File: config.mk
export PLATFORM = sky130hd
export DESIGN_NAME = uart_tx_arbiter
export DESIGN_NICKNAME = d
export VERILOG_FILES = /design/src/rtl/uart_tx_arbiter.sv
export SDC_FILE = /design/constraint.sdc
export NUM_CORES = 1
export LEC_CHECK = 0
export ABC_AREA = 1
export BUFFER_PORTS_ARGS = -buffer_cell sky130_fd_sc_hd__clkbuf_2
export CORE_ASPECT_RATIO = 1.5
export CORE_MARGIN = 2
export CORE_UTILIZATION = 48
export CTS_CLUSTER_DIAMETER = 150
export CTS_CLUSTER_SIZE = 25
export DETAILED_ROUTE_END_ITERATION = 12
export GPL_TIMING_DRIVEN = 0
export PLACE_DENSITY_LB_ADDON = 0.1
export SETUP_SLACK_MARGIN = 0.2
export SLEW_MARGIN = 20
export SYNTH_ARGS = -nofsm -noshare
export SYNTH_HDL_FRONTEND = slang
export SYNTH_SLANG_ARGS = --single-unit
File: constraint.sdc
create_clock -name clk -period 1.7 [get_ports clk]
set_input_delay 0.085 -clock clk [delete_from_list [all_inputs] [get_ports clk]]
set_output_delay 0.085 -clock clk [all_outputs]
set_load 0.02 [all_outputs]
File: src/rtl/uart_tx_arbiter.sv
// uart_tx_arbiter: round-robin sharing of one byte-wide UART transmitter among NUM_REQ
// packet sources. A grant lasts a whole packet, or until the owner stalls too long.
module uart_tx_arbiter #(
  parameter int NUM_REQ      = 4,
  parameter int DATA_W       = 8,
  parameter int HOLD_TIMEOUT = 255
) (
  input  logic                      clk,
  input  logic                      rst,
  input  logic [NUM_REQ-1:0]        req_valid,
  input  logic [NUM_REQ*DATA_W-1:0] req_data,
  input  logic [NUM_REQ-1:0]        req_last,
  output logic [NUM_REQ-1:0]        req_ready,
  input  logic                      tx_busy,
  output logic                      tx_start,
  output logic [DATA_W-1:0]         tx_data,
  output logic [NUM_REQ-1:0]        grant,
  output logic                      timeout
);
  localparam int PTR_W = (NUM_REQ > 1) ? $clog2(NUM_REQ) : 1;
  localparam int CNT_W = $clog2(HOLD_TIMEOUT + 1);
  localparam logic [PTR_W-1:0] PTR_RST  = PTR_W'(NUM_REQ - 1);
  localparam logic [CNT_W-1:0] CNT_LAST = CNT_W'(HOLD_TIMEOUT - 1);

  typedef enum logic [1:0] {IDLE, SEND, WAIT_BUSY, WAIT_DONE} state_t;

  state_t             state_q, state_d;
  logic [PTR_W-1:0]   ptr_q, ptr_d;
  logic [PTR_W-1:0]   gidx_q, gidx_d;
  logic [NUM_REQ-1:0] grant_q, grant_d;
  logic               tx_start_q, tx_start_d;
  logic [DATA_W-1:0]  tx_data_q, tx_data_d;
  logic               timeout_q, timeout_d;
  logic [CNT_W-1:0]   hold_cnt_q, hold_cnt_d;
  logic               last_q, last_d;

  logic [DATA_W-1:0]  req_bytes [NUM_REQ];
  logic [PTR_W-1:0]   win_idx;
  logic               win_found;
  logic               accept;

  for (genvar gi = 0; gi < NUM_REQ; gi++) begin : g_bytes
    assign req_bytes[gi] = req_data[gi*DATA_W +: DATA_W];
  end

  // First requesting index after the last-served pointer, wrapping around.
  always_comb begin
    int               cand;
    logic [PTR_W-1:0] cand_idx;
    win_idx   = '0;
    win_found = 1'b0;
    cand      = 0;
    cand_idx  = '0;
    for (int k = 1; k <= NUM_REQ; k++) begin
      cand = int'(ptr_q) + k;
      if (cand >= NUM_REQ) begin
        cand = cand - NUM_REQ;
      end
      cand_idx = PTR_W'(cand);
      if (!win_found && req_valid[cand_idx]) begin
        win_found = 1'b1;
        win_idx   = cand_idx;
      end
    end
  end

  assign req_ready = (state_q == SEND && !tx_busy) ? (grant_q & req_valid) : '0;
  assign accept    = |req_ready;

  always_comb begin
    state_d    = state_q;
    ptr_d      = ptr_q;
    gidx_d     = gidx_q;
    grant_d    = grant_q;
    tx_start_d = 1'b0;
    tx_data_d  = tx_data_q;
    timeout_d  = 1'b0;
    hold_cnt_d = hold_cnt_q;
    last_d     = last_q;
    case (state_q)
      IDLE: begin
        if (win_found) begin
          grant_d          = '0;
          grant_d[win_idx] = 1'b1;
          gidx_d           = win_idx;
          state_d          = SEND;
        end
      end
      SEND: begin
        if (accept) begin
          tx_data_d  = req_bytes[gidx_q];
          tx_start_d = 1'b1;
          last_d     = req_last[gidx_q];
          hold_cnt_d = '0;
          state_d    = WAIT_BUSY;
        end else if (!req_valid[gidx_q]) begin
          // Revoke exactly when the stall count reaches the limit, so no saturation.
          if (hold_cnt_q == CNT_LAST) begin
            grant_d    = '0;
            ptr_d      = gidx_q;
            timeout_d  = 1'b1;
            hold_cnt_d = '0;
            state_d    = IDLE;
          end else begin
            hold_cnt_d = hold_cnt_q + CNT_W'(1);
          end
        end
      end
      WAIT_BUSY: begin
        if (tx_busy) begin
          state_d = WAIT_DONE;
        end
      end
      WAIT_DONE: begin
        if (!tx_busy) begin
          if (last_q) begin
            ptr_d   = gidx_q;
            grant_d = '0;
            state_d = IDLE;
          end else begin
            state_d = SEND;
          end
        end
      end
      default: state_d = IDLE;
    endcase
  end

  always_ff @(posedge clk or negedge rst) begin
    if (!rst) begin
      state_q    <= IDLE;
      ptr_q      <= PTR_RST;
      gidx_q     <= '0;
      grant_q    <= '0;
      tx_start_q <= 1'b0;
      tx_data_q  <= '0;
      timeout_q  <= 1'b0;
      hold_cnt_q <= '0;
      last_q     <= 1'b0;
    end else begin
      state_q    <= state_d;
      ptr_q      <= ptr_d;
      gidx_q     <= gidx_d;
      grant_q    <= grant_d;
      tx_start_q <= tx_start_d;
      tx_data_q  <= tx_data_d;
      timeout_q  <= timeout_d;
      hold_cnt_q <= hold_cnt_d;
      last_q     <= last_d;
    end
  end

  assign grant    = grant_q;
  assign tx_start = tx_start_q;
  assign tx_data  = tx_data_q;
  assign timeout  = timeout_q;

endmodule

* Yosys cells after proc, flatten, opt, wreduce, memory -nomap -nowiden
Cells that the tools add are included.
Word-level totals: register bits 29, input bits 43, output and inout bits 18, word-level logic and storage cells 125
Cells by class: $add $sub $neg 9, $lt $le $gt $ge 12, equality and inequality tests 14, multiplexer cells 60, bitwise operators 2, reductions and logical operators 19
Operator list (number):
- $mux W8 | 5
- $mux W2 | 19
- $mux W4 | 7
- $lt A2 B3 Y1 const B | 6
- $mux W1 | 18
- $bmux W8 S2 | 1
- $ne A2 B2 Y1 const B | 7
- $bmux W1 S2 | 6
- $ge A3 B3 Y1 const B | 4
- $pmux W4 S3 | 1
- $add A8 B1 Y8 const B | 1
- $eq A8 B8 Y1 const B | 1
- $pmux W2 S4 | 1
- $sub A2 B1 Y2 const B | 4
- $reduce_and A7 Y1 | 1
- $add A2 B2 Y3 const B | 2
- $reduce_and A2 Y1 | 3
- $reduce_and A6 Y1 | 1
- $logic_and A1 B1 Y1 | 5
- $reduce_and A5 Y1 | 1
- $add A2 B3 Y4 const B | 1
- $and A4 B4 Y4 | 1
- $eq A2 B2 Y1 const B | 2
- $ge A4 B3 Y1 const B | 1
- 14 further kinds | 17

* Depth between registers and ports, before layout
Gate-level depths: netlist (run 1).
word-level depth 21, depth in mapped cells 13, gate-level depth less buffers 12

* Worst setup path before layout (run 1)
Ideal clock, no wire load.
path type reg-to-reg, start point register ptr_q[1], end point register grant_q[0] (netlist: grant[0]), setup time 0.117 ns, arrival 1.417 ns, required time 1.583 ns, setup slack 0.166 ns, cell stages (with the launch flop) 13, path buffers 1, clock period less this slack 1.534 ns, cell sequence dfstp_2 > buf_4 > inv_2 > nand2_1 > nand2_1 > nand2_2 > nand2_2 > nor2_4 > nand3_1 > nand2_2 > inv_1 > nand3_1 > nand2_1
Between the ends: longest elaborated chain between the ends 21, elaborated cells on any way between the ends 47, classes of those cells add/sub (8); order compare (6); eq/ne (1); mux (24); reduce/logical (8)
RTL lines:
- start: declaration | line 28 | logic [PTR_W-1:0] ptr_q, ptr_d;
- start signal: assignment | line 142 | ptr_q <= ptr_d;
- $add A2 B1 Y3 | line 55 | cand = int'(ptr_q) + k;
- $ge A3 B3 Y1 or $sub A2 B1 Y2 (tied branches) | line 56, 57
- $mux W2 | line 56 | if (cand >= NUM_REQ) begin
- $bmux W1 S2 | line 60 | if (!win_found && req_valid[cand_idx]) begin
- $mux W1 (not written as such) | line 60
- $mux W1 | line 60
- $logic_not A1 Y1 | line 60
- $logic_and A1 B1 Y1 | line 60
- (+5 left out)
- $logic_and A1 B1 Y1 | line 60
- $mux W2 | line 60
- $lt A2 B3 Y1 (not written as such) or $ge A2 B1 Y1 (tied branches) | line 84 | grant_d[win_idx] = 1'b1;
- $logic_and A1 B1 Y1 (not written as such) | line 84
- $mux W1 (not written as such) | line 84
- $demux W1 S2 | line 84
- $mux W4 | line 82 | if (win_found) begin
- $pmux W4 S3 | line 80 | case (state_q)
- end signal: assignment | line 144 | grant_q <= grant_d;
- end: declaration | line 30 | logic [NUM_REQ-1:0] grant_q, grant_d;
Several ways; a longest one is shown, not always the timed one. The select of a mux whose other input is x is not followed. A chain may end at the register's enable or synchronous reset.

* Worst setup path in the final report (run 1)
start point register ptr_q[0], end point register grant_q[1] (netlist: grant[1])
Same word-level chain as after synthesis.

==> Flow_metrics.wiki, run 1 <==
{| class="wikitable"
! Metric !! Value
|-
| Outcome || finished with violations
|-
| Violations in the final reports || negative setup slack
|-
| CP startpoint kind || register
|-
| Count of port buffers added during placement || 60
|-
| Post-Synthesis Cells || 297
|-
| Placed wire-length estimate || 3.90 mm
|-
| Number of different library cells in the post-synthesis netlist || 32
|-
| Cell Rows || 28
|-
| Ratio of final minimum period to clock period || 1.02
|-
| Cell area after technology mapping || slightly above 2000 um2
|-
| Final number of setup-violating endpoints || 7
|-
| Clock buffer depth || 2
|-
| Placeable core region || 3990 um2
|-
| Fin cells || 439
|-
| Total via count in the routed design || around 2,200
|-
| Die height || roughly 83 um
|-
| Post-DR vias/cell || 5.09
|-
| Ratio of cells with drive above 1 in the final layout || 0.434
|-
| Unrepaired setup endpoints after global routing || yes
|-
| Critical path class || register to register
|-
| Library cell used as clock root buffer || clkbuf_8
|-
| Clock tree from TritonCTS || built
|-
| Leakage power figure || 1.49 nW
|-
| Share of the synthesized area in the top cell type || 0.334
|-
| Minimum setup slack among reg-to-reg paths || -30 ps
|-
| Pin count of the biggest net entering global routing || 30
|-
| Initial antenna violation count || 0
|-
| Initial standard-cell utilization of the core || 0.506
|-
| Pre-Repair DR Iteration Count || 4
|-
| Slew headroom || 0.513
|-
| Maximum vdd ir drop || approximately 1.2 mV
|-
| GR met2 Demand/Resource || 0.437
|-
| Post-route minimum period || 1730 ps
|-
| CTS clock-pin slew for the worst setup and hold paths || around 60 ps
|-
| Number of synthesized register bits || 29
|-
| Largest cells by area after synthesis || dfrtp_1, nand2_1, nor2_1
|-
| Post-layout worst setup margin || -29.8 ps
|-
| Number of max-cap violations || 0
|-
| Die area || 4760 um2
|-
| Placed instance count || roughly 400
|-
| Worst EP required || 1880 ps
|-
| Average routed wire per standard cell || 13.6 um
|-
| Cell area after layout || 2930 um2
|-
| Hold depth || 3
|-
| Placed instance area || 2390 um2
|-
| GR Util All Layers || 0.239
|-
| Clk Latency, worst-skew pair || 280 ps
|-
| Layout area overhead || 45.0%
|-
| Number of enable flip-flop cells after synthesis || 0
|-
| Number of H-tree branching levels || 2
|-
| Worst-case clock skew || 6.32 ps
|-
| Transition at the pin with the smallest max-transition slack || around 730 ps
|-
| Number of nets in the layout || 438
|-
| Highest fanout seen on the critical path || 8
|-
| I/O pin count || 61
|-
| Endpoint type of the worst setup path || register
|-
| Proportion of synthesized flip-flops having asynchronous set or reset || 1.00
|-
| Ant diodes || 0
|-
| Average cell area after synthesis || 6.81 um2
|-
| Cell count of the worst reg-to-reg path || 13
|-
| Number of CTS-inserted buffers || 5
|-
| Antenna Nets Post-Route || 0
|-
| GRT Max-Usage Layer || met2
|-
| Most used flip-flop cell after synthesis || dfrtp_1
|-
| Path type of the worst min-delay path || input port to register
|-
| Count of routing violations after the opening detailed-route iteration || 76
|-
| First-pass GRT wire length || 9.11 mm
|-
| Power density over cell area || 1870 nW/um2
|-
| Met1 layer usage reported by global route || 0.270
|-
| CTS sink cnt || 29
|-
| Met3 usage || 0.0434
|-
| Yosys Warn Count || 0
|-
| Highest achievable clock rate || 578 MHz
|-
| Final hold viol count || 0
|-
| Placer congestion estimate || 0.868
|-
| Final hold slack || 118 ps
|-
| Post-layout utilization of the core || 0.734
|-
| Synthesized net count || 342
|-
| Share of the yosys chip area belonging to registers || 0.360
|-
| Critical Path AT || 1910 ps
|-
| Congestion Overflow GR || 0
|-
| Via count of the first global-routing pass || 2,069
|-
| Total Routed Length || 5.96 mm
|-
| Cell taking the most area after synthesis || dfrtp_1
|-
| Final count of pins violating max slew || 0
|-
| Die width || 57.0 um
|-
| # DRC || 0
|}
[power by group]
group          internal (mW)  leakage (nW)  switching, mW  total [mW]
clock network          0.478        0.0585          0.278       0.755
logic                   1.42          1.08           2.10        3.52
registers              0.996         0.351          0.222        1.22
[per-stage QoR]
step	power [mW]	setup TNS [ps]	setup slack [ps]
6_report	5.50	-122	-29.8
5_1_grt	5.93	-1050	-155
4_1_cts	4.94	-12.0	-12.0
3_5_place_dp	3.92	-123	-32.4
3_3_place_gp	3.86	-2.48	-2.48
2_1_floorplan	3.26	0	176
[final cells by class]
cell class,instances,area (um2)
Clock buffer,7,86.3
Buffer,12,101
Multi-Input combinational cell,231,1270
Fill cell,337,1060
Clock inverter,1,30.0
Timing Repair Buffer,89,549
Sequential cell,29,731
Tap cell,45,56.3
Inverter,25,106
[cells by family after synthesis]
group | count (synthesis) | share of synthesized area
buffers and inverters | 37 | 0.0873
AND/OR/NAND/NOR | 177 | 0.386
adder cells (fa/ha/maj) | 2 | 0.0124
AO/OA/AOI/OAI | 49 | 0.137
XOR/XNOR | 3 | 0.0167
flip-flops | 29 | 0.360
[cells in the mapped netlist (3+ instances only)]
cell and number:
nand2_2 7, o21ai_1 5, a31oi_1 8, dfrtp_1 27, nand3_1 13, inv_1 19
o21ai_0 22, a21oi_1 8, nor2_1 63, buf_6 3, inv_2 5, nor2_2 4
clkbuf_1 3, nand2_4 3, buf_2 4, nand2_1 75, nand4_1 6
[cells in the final DEF, fill, tap and decap left out, types with 7 or more instances in the layout]
cell | netlist | layout
nand2_1 | 75 | 60
clkbuf_2 | 0 | 60
nor2_1 | 63 | 59
buf_4 | 2 | 25
dfrtp_1 | 27 | 25
o21ai_0 | 22 | 20
nand2_2 | 7 | 18
inv_1 | 19 | 17
nand3_1 | 13 | 8
a31oi_1 | 8 | 8
buf_6 | 3 | 7
nand2_4 | 3 | 7
[critical path: stages (launching register included)]
cell and delay (ps):
dfstp_2 530, buf_6 140, inv_8 50, nand2_2 50, nand2_2 70, nand2_2 100
nand2_4 60, nor2_4 120, nand2_1 80, nor2_2 130, nor2_4 60, buf_4 130
nand2_1 50, nand2_1 40
[repair_timing]
action / 4_1_cts / 5_1_grt
pin swaps: 23 / 28
endpoints found under the setup margin: 19 / 27
buffers inserted: 10 / 17
endpoints found under the hold margin: 27 / 0
gates resized for setup: 23 / 33
gates cloned: 0 / 1
hold buffers: 1 / 0
[state kept, by name, indices dropped and copies added (netlist names), named ones only]
register,count
grant,4
gidx_q,2
tx_data,8
state_q,1
tx_start,1
timeout,1
ptr_q,2
last_q,1
hold_cnt_q,8
[final timing paths]
kind / from / to
worst max register to register: ptr_q[0] / grant[1]
max in group asynchronous: rst / async pin
worst max-delay path: ptr_q[0] / grant[1]
worst min-delay path: req_data[25] / tx_data[1]
worst min register to register: grant[0] / grant[0]
min in group asynchronous: rst / grant[0]
[metal layers]
metal / wire, um / part of all wire
met2: 3280 / 0.55
met4: 108 / 0.018
met5: 0 / 0
met1: 2280 / 0.38
met3: 286 / 0.048
(Power assumes the default switching activity.)
==> run 2, diff against run 1 <==
CORE_MARGIN = default   (was 2)
==> run 2 against run 1 <==
Against the previous run:
- the flow still finishes with violations (negative setup slack)
- register-to-register slack worse by 30 ps
- clock skew grew 1.5 ps
- via count fell by 1.6%
- global-route usage increased by 2.8 points
- sequential share of layout area rose by 1.2 points
- highest routed layer unchanged
- critical endpoint is now grant[3]
- critical path type unchanged
- routed wire length down 8.5%
- combinational power down 6.5%
- sequential power about the same
- total power shrank 4.5%
- setup slack worse by 32 ps
==> Flow_metrics.wiki, run 2 (synthesis gave the netlist of run 1 again) <==
{| class="wikitable"
! Metric !! Value
|-
| Fin cells || 422 (was 439)
|-
| Critical Path AT || 1980 ps (was 1910 ps)
|-
| Pre-Repair DR Iteration Count || 4 (unchanged)
|-
| Antenna Nets Post-Route || 0 (unchanged)
|-
| CTS sink cnt || 29 (unchanged)
|-
| Clk Latency, worst-skew pair || 280 ps (about the same)
|-
| Total negative setup slack || -194 ps (was -122 ps)
|-
| Hold path start || req_data[14] (was req_data[25])
|-
| Pin count of the biggest net entering global routing || 30 (unchanged)
|-
| # DRC || 0 (unchanged)
|-
| Die width || 55.0 um (was 57.0 um)
|-
| Number of CTS-inserted buffers || 5 (unchanged)
|-
| Placed instance area || 2390 um2 (unchanged)
|-
| Clock buffer depth || 2 (unchanged)
|-
| First-pass GRT wire length || 8.67 mm (was 9.11 mm)
|-
| Final count of pins violating max slew || 0 (unchanged)
|-
| Clock tree from TritonCTS || built (unchanged)
|-
| Placer congestion estimate || 0.867 (was 0.868)
|-
| Reported net switching power || 2.54 mW (was 2.60 mW)
|-
| Power density over cell area || 1880 nW/um2 (was 1870 nW/um2)
|-
| Outcome || finished with violations (unchanged)
|-
| Cell area after layout || 2790 um2 (was 2930 um2)
|-
| Post-DR vias/cell || 5.21 (was 5.09)
|-
| Die area || 4480 um2 (was 4760 um2)
|-
| Slew headroom || 0.516 (was 0.513)
|-
| CTS clock-pin slew for the worst setup and hold paths || 70 ps (was 60 ps)
|-
| Post-layout utilization of the core || 0.698 (was 0.734)
|-
| Transition at the pin with the smallest max-transition slack || 726 ps (was 730 ps)
|-
| Unrepaired setup endpoints after global routing || yes (unchanged)
|-
| Average routed wire per standard cell || 12.9 um (was 13.6 um)
|-
| Final hold slack || 119 ps (was 118 ps)
|-
| Fraction of power consumed by the clock network || 0.142 (was 0.137)
|-
| Cell count of the worst reg-to-reg path || 11 (was 13)
|-
| Endpoint type of the worst setup path || register (unchanged)
|-
| Count of routing violations after the opening detailed-route iteration || 43 (was 76)
|-
| Cell with the biggest individual delay on the critical path || dfstp_2 (unchanged)
|-
| Post-place setup slack || -46.9 ps (was -32.4 ps)
|-
| Commonest non-fill, non-tap cell in the layout || clkbuf_2
|-
| Highest cell delay on the worst timing path || 540 ps (was 530 ps)
|-
| GR Util All Layers || 0.268 (was 0.239)
|-
| Ant diodes || 0 (unchanged)
|-
| I/O pin count || 61 (unchanged)
|-
| Startpoint of the worst setup timing path || ptr_q[0] (unchanged)
|-
| Maximum vdd ir drop || 1.26 mV (was 1.19 mV)
|-
| Most used cells in the layout excluding fill and tap cells || clkbuf_2, nand2_1, nor2_1, dfrtp_1, o21ai_0 (was nand2_1, clkbuf_2, nor2_1, buf_4, dfrtp_1)
|-
| Total Routed Length || 5.45 mm (was 5.96 mm)
|-
| Die height || 81.5 um (was 83.5 um)
|-
| Final hold viol count || 0 (unchanged)
|-
| Switching share of power || 0.483 (was 0.473)
|-
| Sequential cell area || 729 um2 (was 731 um2)
|-
| Placed instance count || 402 (unchanged)
|-
| Worst-case clock skew || 7.77 ps (was 6.32 ps)
|-
| Count of port buffers added during placement || 60 (unchanged)
|-
| Ratio of final minimum period to clock period || 1.04 (was 1.02)
|-
| Logic gate share of total power || 0.628 (was 0.641)
|-
| Final Power || 5.25 mW (was 5.50 mW)
|-
| Combined area of the multi-input logic cells || 1280 um2 (was 1270 um2)
|-
| Initial standard-cell utilization of the core || 0.506 (unchanged)
|-
| CP endpoint || grant[3] (was grant[1])
|-
| Total via count in the routed design || 2,200 (was 2,236)
|-
| Placed wire-length estimate || 4.00 mm (was 3.90 mm)
|-
| Via count of the first global-routing pass || 2,059 (was 2,069)
|-
| Number of nets in the layout || 421 (was 438)
|-
| Cell Rows || 28 (unchanged)
|-
| Ratio of cells with drive above 1 in the final layout || 0.403 (was 0.434)
|-
| Initial antenna violation count || 0 (unchanged)
|-
| Number of H-tree branching levels || 2 (unchanged)
|-
| Layout area overhead || 37.9% (was 45.0%)
|-
| Post-layout worst setup margin || -61.6 ps (was -29.8 ps)
|-
| Highest fanout seen on the critical path || 8 (unchanged)
|-
| Seq pwr share || 0.231 (was 0.222)
|-
| Congestion Overflow GR || 0 (unchanged)
|-
| Path type of the worst min-delay path || input port to register (unchanged)
|-
| Placeable core region || 3990 um2 (unchanged)
|-
| Violations in the final reports || negative setup slack (unchanged)
|-
| Leakage power figure || 1.44 nW (was 1.49 nW)
|-
| Minimum setup slack among reg-to-reg paths || -60 ps (was -30 ps)
|-
| Worst EP required || 1920 ps (was 1880 ps)
|-
| Worst reg2reg startpoint || ptr_q[0] (unchanged)
|-
| Library cell used as clock root buffer || clkbuf_8 (unchanged)
|-
| Number of max-cap violations || 0 (unchanged)
|-
| Int Pwr || 2.71 mW (was 2.89 mW)
|-
| Critical path class || register to register (unchanged)
|-
| Post-route minimum period || 1760 ps (was 1730 ps)
|-
| CP startpoint kind || register (unchanged)
|-
| Reg-to-Reg End || grant[3] (was grant[1])
|-
| Highest achievable clock rate || 568 MHz (was 578 MHz)
|-
| Fill cell count || 366 (was 337)
|-
| Chain of cells forming the critical path || buf_8, inv_8, nand2_2, nand2_2, nand2_4, nand2_4, nor2_4, nand4_1, nand3_2, nand2_1, nand2_1 (was buf_6, inv_8, nand2_2, nand2_2, nand2_2, nand2_4, nor2_4, nand2_1, nor2_2, nor2_4, buf_4, nand2_1, nand2_1)
|-
| Final number of setup-violating endpoints || 6 (was 7)
|}
-- run 2: changes by cell type in the layout (fill, tap and decap cells not counted), sizes merged --
cell | previous run | this run
buf | 33 | 17
clkbuf | 74 | 73
-- run 2: routing by layer --
metal,track usage,vias up,routed length [um]
met5,0,-,0
met2,0.483,56,2930
li1,-,1111,-
met4,0.105,0,102
met3,0.0500,9,215
met1,0.294,1024,2210
-- run 2: worst min-delay path by stage --
| stage | end | depth (start not counted) |
|---|---|---|
| floorplan | async pin | 0 |
| global placement | grant[1] | 1 |
| detailed placement | grant[1] | 1 |
| CTS | tx_data[6] | 3 |
| global route | tx_data[0] | 3 |
| finish | tx_data[6] | 3 |
-- run 2: area by class of cell --
class                      instances  area share
clock inverter                     1      0.0108
tap                               45      0.0202
timing repair buffer              72       0.141
buffer                            12      0.0381
sequential                        29       0.262
inverter                          25      0.0399
multi-input combinational        231       0.458
clock buffer                       7      0.0310
-- run 2: critical path, delay by kind of cell (launching register included) --
family | cells | cell delay (ps)
AND/OR/NAND/NOR | 9 | 970
flip-flops | 1 | 540
buffers and inverters | 2 | 180
-- run 2: repair_timing --
action / CTS / global route
hold buffers: 1 / 0
resized for setup: 19 / 42
endpoints found under the setup margin: 15 / 31
pin swaps: 14 / 20
setup buffers: 9 / 2
hold endpoints to repair: 27 / 0
cloned: 0 / 0
-- run 2: power by group through the flow --
stage / Sequential, mW / Combinational, mW / Clock, mW
after detailed placement: 1.20 / 2.72 / 0
after global routing: 1.25 / 3.66 / 0.780
after global placement: 1.19 / 2.67 / 0
final: 1.21 / 3.29 / 0.743
after CTS: 1.19 / 2.94 / 0.748
after floorplan: 1.33 / 1.93 / 0
==> run 3, diff against run 2 <==
--- a/config.mk
+++ b/config.mk
@@ -15,2 +15,3 @@
 export GPL_TIMING_DRIVEN = 0
+export MAX_ROUTING_LAYER = met4
 export PLACE_DENSITY_LB_ADDON = 0.1
==> constraint.sdc (replaced) <==
create_clock -name clk -period 1.7 [get_ports clk]
set_input_delay 0.34 -clock clk [delete_from_list [all_inputs] [get_ports clk]]
set_output_delay 0.34 -clock clk [all_outputs]
set_load 0.02 [all_outputs]
==> run 3 against run 2 <==
Against the previous run:
- the run still ends with negative setup slack left
- setup slack gained 0.98 ps
- routed wire length rose by 0.86%
- total power up 0.52%
- non-clock buffer count stayed put
- cell area is 0.54% higher
- die area unchanged
- utilization is 0.38 points higher
- clock skew shrank 0.94 ps
- critical endpoint unchanged
- largest cell class unchanged
==> Flow_metrics.wiki, run 3 (synthesis gave the netlist of run 1 again) <==
{| class="wikitable"
! Metric !! Value
|-
| Antenna Nets Post-Route || 0 (unchanged)
|-
| Final count of pins violating max slew || 0 (unchanged)
|-
| Post-layout worst setup margin || -60.6 ps (was -61.6 ps)
|-
| Buffers & Inverters on Critical Path || 2 (unchanged)
|-
| Initial antenna violation count || 0 (unchanged)
|-
| Layout area overhead || 38.7% (was 37.9%)
|-
| Path type of the worst min-delay path || input port to async pin (was input port to register)
|-
| Placer congestion estimate || 0.881 (was 0.867)
|-
| Placeable core region || 3990 um2 (unchanged)
|-
| CTS clock-pin slew for the worst setup and hold paths || 70 ps (about the same)
|-
| Post-route minimum period || 1760 ps (about the same)
|-
| GR Util All Layers || 0.275 (was 0.268)
|-
| Pin count of the biggest net entering global routing || 30 (unchanged)
|-
| Chain of cells forming the critical path || buf_8, inv_8, nand2_2, nand2_2, nand2_4, nand2_4, nor2_4, nand4_1, nand3_2, nand2_1, nand2_1 (unchanged)
|-
| Critical path class || register to register (unchanged)
|-
| Combined area of the multi-input logic cells || 1280 um2 (about the same)
|-
| Violations in the final reports || negative setup slack (unchanged)
|-
| Endpoint type of the worst setup path || register (unchanged)
|-
| Average routed wire per standard cell || 13.0 um (was 12.9 um)
|-
| Path length in cells of the critical path || 11 (unchanged)
|-
| Ant diodes || 0 (unchanged)
|-
| Die area || 4480 um2 (unchanged)
|-
| Post-DR vias/cell || 5.27 (was 5.21)
|-
| Congestion Overflow GR || 0 (unchanged)
|-
| Ratio of cells with drive above 1 in the final layout || 0.411 (was 0.403)
|-
| Number of CTS-inserted buffers || 5 (unchanged)
|-
| Cell count of the worst reg-to-reg path || 11 (unchanged)
|-
| CP startpoint kind || register (unchanged)
|-
| Transition at the pin with the smallest max-transition slack || 755 ps (was 726 ps)
|-
| Final hold viol count || 0 (unchanged)
|-
| Pre-Repair DR Iteration Count || 4 (unchanged)
|-
| Final number of setup-violating endpoints || 6 (unchanged)
|-
| Number of max-cap violations || 0 (unchanged)
|-
| Highest achievable clock rate || 568 MHz (about the same)
|-
| Commonest non-fill, non-tap cell in the layout || nand2_1 (was clkbuf_2)
|-
| Slew headroom || 0.497 (was 0.516)
|-
| Fin cells || 422 (unchanged)
|-
| Cell Rows || 28 (unchanged)
|-
| Total via count in the routed design || 2,226 (was 2,200)
|-
| Via count of the first global-routing pass || 2,062 (was 2,059)
|-
| Outcome || finished with violations (unchanged)
|-
| # DRC || 0 (unchanged)
|-
| Placed wire-length estimate || 4.00 mm (unchanged)
|-
| Cell area after layout || 2800 um2 (was 2790 um2)
|-
| Total Routed Length || 5.50 mm (was 5.45 mm)
|-
| Number of nets in the layout || 421 (unchanged)
|-
| Highest cell delay on the worst timing path || 540 ps (about the same)
|-
| First-pass GRT wire length || 8.68 mm (was 8.67 mm)
|-
| Worst-case clock skew || 6.84 ps (was 7.77 ps)
|-
| Clock tree from TritonCTS || built (unchanged)
|-
| Unrepaired setup endpoints after global routing || yes (unchanged)
|-
| Initial standard-cell utilization of the core || 0.506 (unchanged)
|-
| Worst EP required || 1920 ps (about the same)
|-
| Sequential cell area || 729 um2 (unchanged)
|-
| Power density over cell area || 1880 nW/um2 (about the same)
|-
| Placed instance count || 402 (unchanged)
|-
| Clock buffer depth || 2 (unchanged)
|-
| Total negative setup slack || -189 ps (was -194 ps)
|-
| Die height || 81.5 um (unchanged)
|-
| Largest delay share family, worst path || simple AND/OR/NAND/NOR gates (unchanged)
|-
| Count of routing violations after the opening detailed-route iteration || 49 (was 43)
|-
| Leakage power figure || 1.45 nW (was 1.44 nW)
|-
| Highest fanout seen on the critical path || 8 (unchanged)
|-
| Die width || 55.0 um (unchanged)
|-
| Clk Latency, worst-skew pair || 280 ps (about the same)
|-
| Most used cells in the layout excluding fill and tap cells || nand2_1, nor2_1, clkbuf_2, dfrtp_1, o21ai_0 (was clkbuf_2, nand2_1, nor2_1, dfrtp_1, o21ai_0)
|-
| Final Power || 5.28 mW (was 5.25 mW)
|-
| Critical Path AT || 1980 ps (about the same)
|-
| Cell with the biggest individual delay on the critical path || dfstp_2 (unchanged)
|-
| CTS sink cnt || 29 (unchanged)
|-
| Fill cell count || 357 (was 366)
|-
| Count of port buffers added during placement || 60 (unchanged)
|-
| Placed instance area || 2390 um2 (unchanged)
|-
| Ratio of final minimum period to clock period || 1.04 (about the same)
|-
| Number of H-tree branching levels || 2 (unchanged)
|-
| Maximum vdd ir drop || 1.26 mV (about the same)
|-
| Library cell used as clock root buffer || clkbuf_8 (unchanged)
|-
| I/O pin count || 61 (unchanged)
|}
[run 3: power breakdown]
group / switching [mW] / internal [mW] / leakage (nW)
Combinational: 2.07 / 1.25 / 1.04
Clock: 0.266 / 0.477 / 0.0585
Sequential: 0.218 / 0.993 / 0.352
Total: 2.55 / 2.72 / 1.45
[run 3: layer usage]
metal  vias to the layer above  wire, um  share of wire  GRT usage
li1                       1118         -              -          -
met1                      1040      2270           0.41      0.300
met2                        59      2930           0.53      0.477
met3                         9       197          0.036     0.0426
met4                         0        99          0.018      0.118
met5                         -         0              0          -
[run 3: worst paths after layout]
check                                  end         start  slack [ps]
worst max-delay path              grant[3]      ptr_q[0]         -60
worst min-delay path              grant[1]           rst         110
worst max register to register    grant[3]      ptr_q[0]         -60
worst min register to register    grant[0]      grant[0]         500
max in group asynchronous        async pin           rst        1050
min in group clk                tx_data[6]  req_data[14]         380
[run 3: stage by stage]
| stage | worst slack [ps] | hold WS [ps] | util |
|---|---|---|---|
| after CTS | 9.42 | 152 | 0.659 |
| final | -60.6 | 111 | 0.702 |
| after global routing | -132 | 177 | 0.702 |
| after floorplan | 176 | 44.4 | - |
| after global placement | -3.89 | 444 | 0.600 |
| after detailed placement | -46.9 | 453 | 0.600 |
[run 3: final cells by class]
type                    instances  area share
multi-input cells             231       0.458
flip-flops and latches         29       0.260
repair buffers                 72       0.143
inverters                      25      0.0397
plain buffers                  12      0.0379
clock buffers                   7      0.0308
well taps                      45      0.0201
clock inverters                 1      0.0107
[run 3: repair_timing]
action	in CTS	in global routing
buffers inserted	9	3
gates cloned	0	0
gates resized for setup	19	52
endpoints found under the setup margin	19	32
pin swaps	14	20
hold buffers	0	0
[run 3: worst reg2reg max path, delay by kind of cell, from the launching register on]
family | cells | cell delay [ps]
buf+inv | 2 | 180
flops | 1 | 540
simple gates | 9 | 980
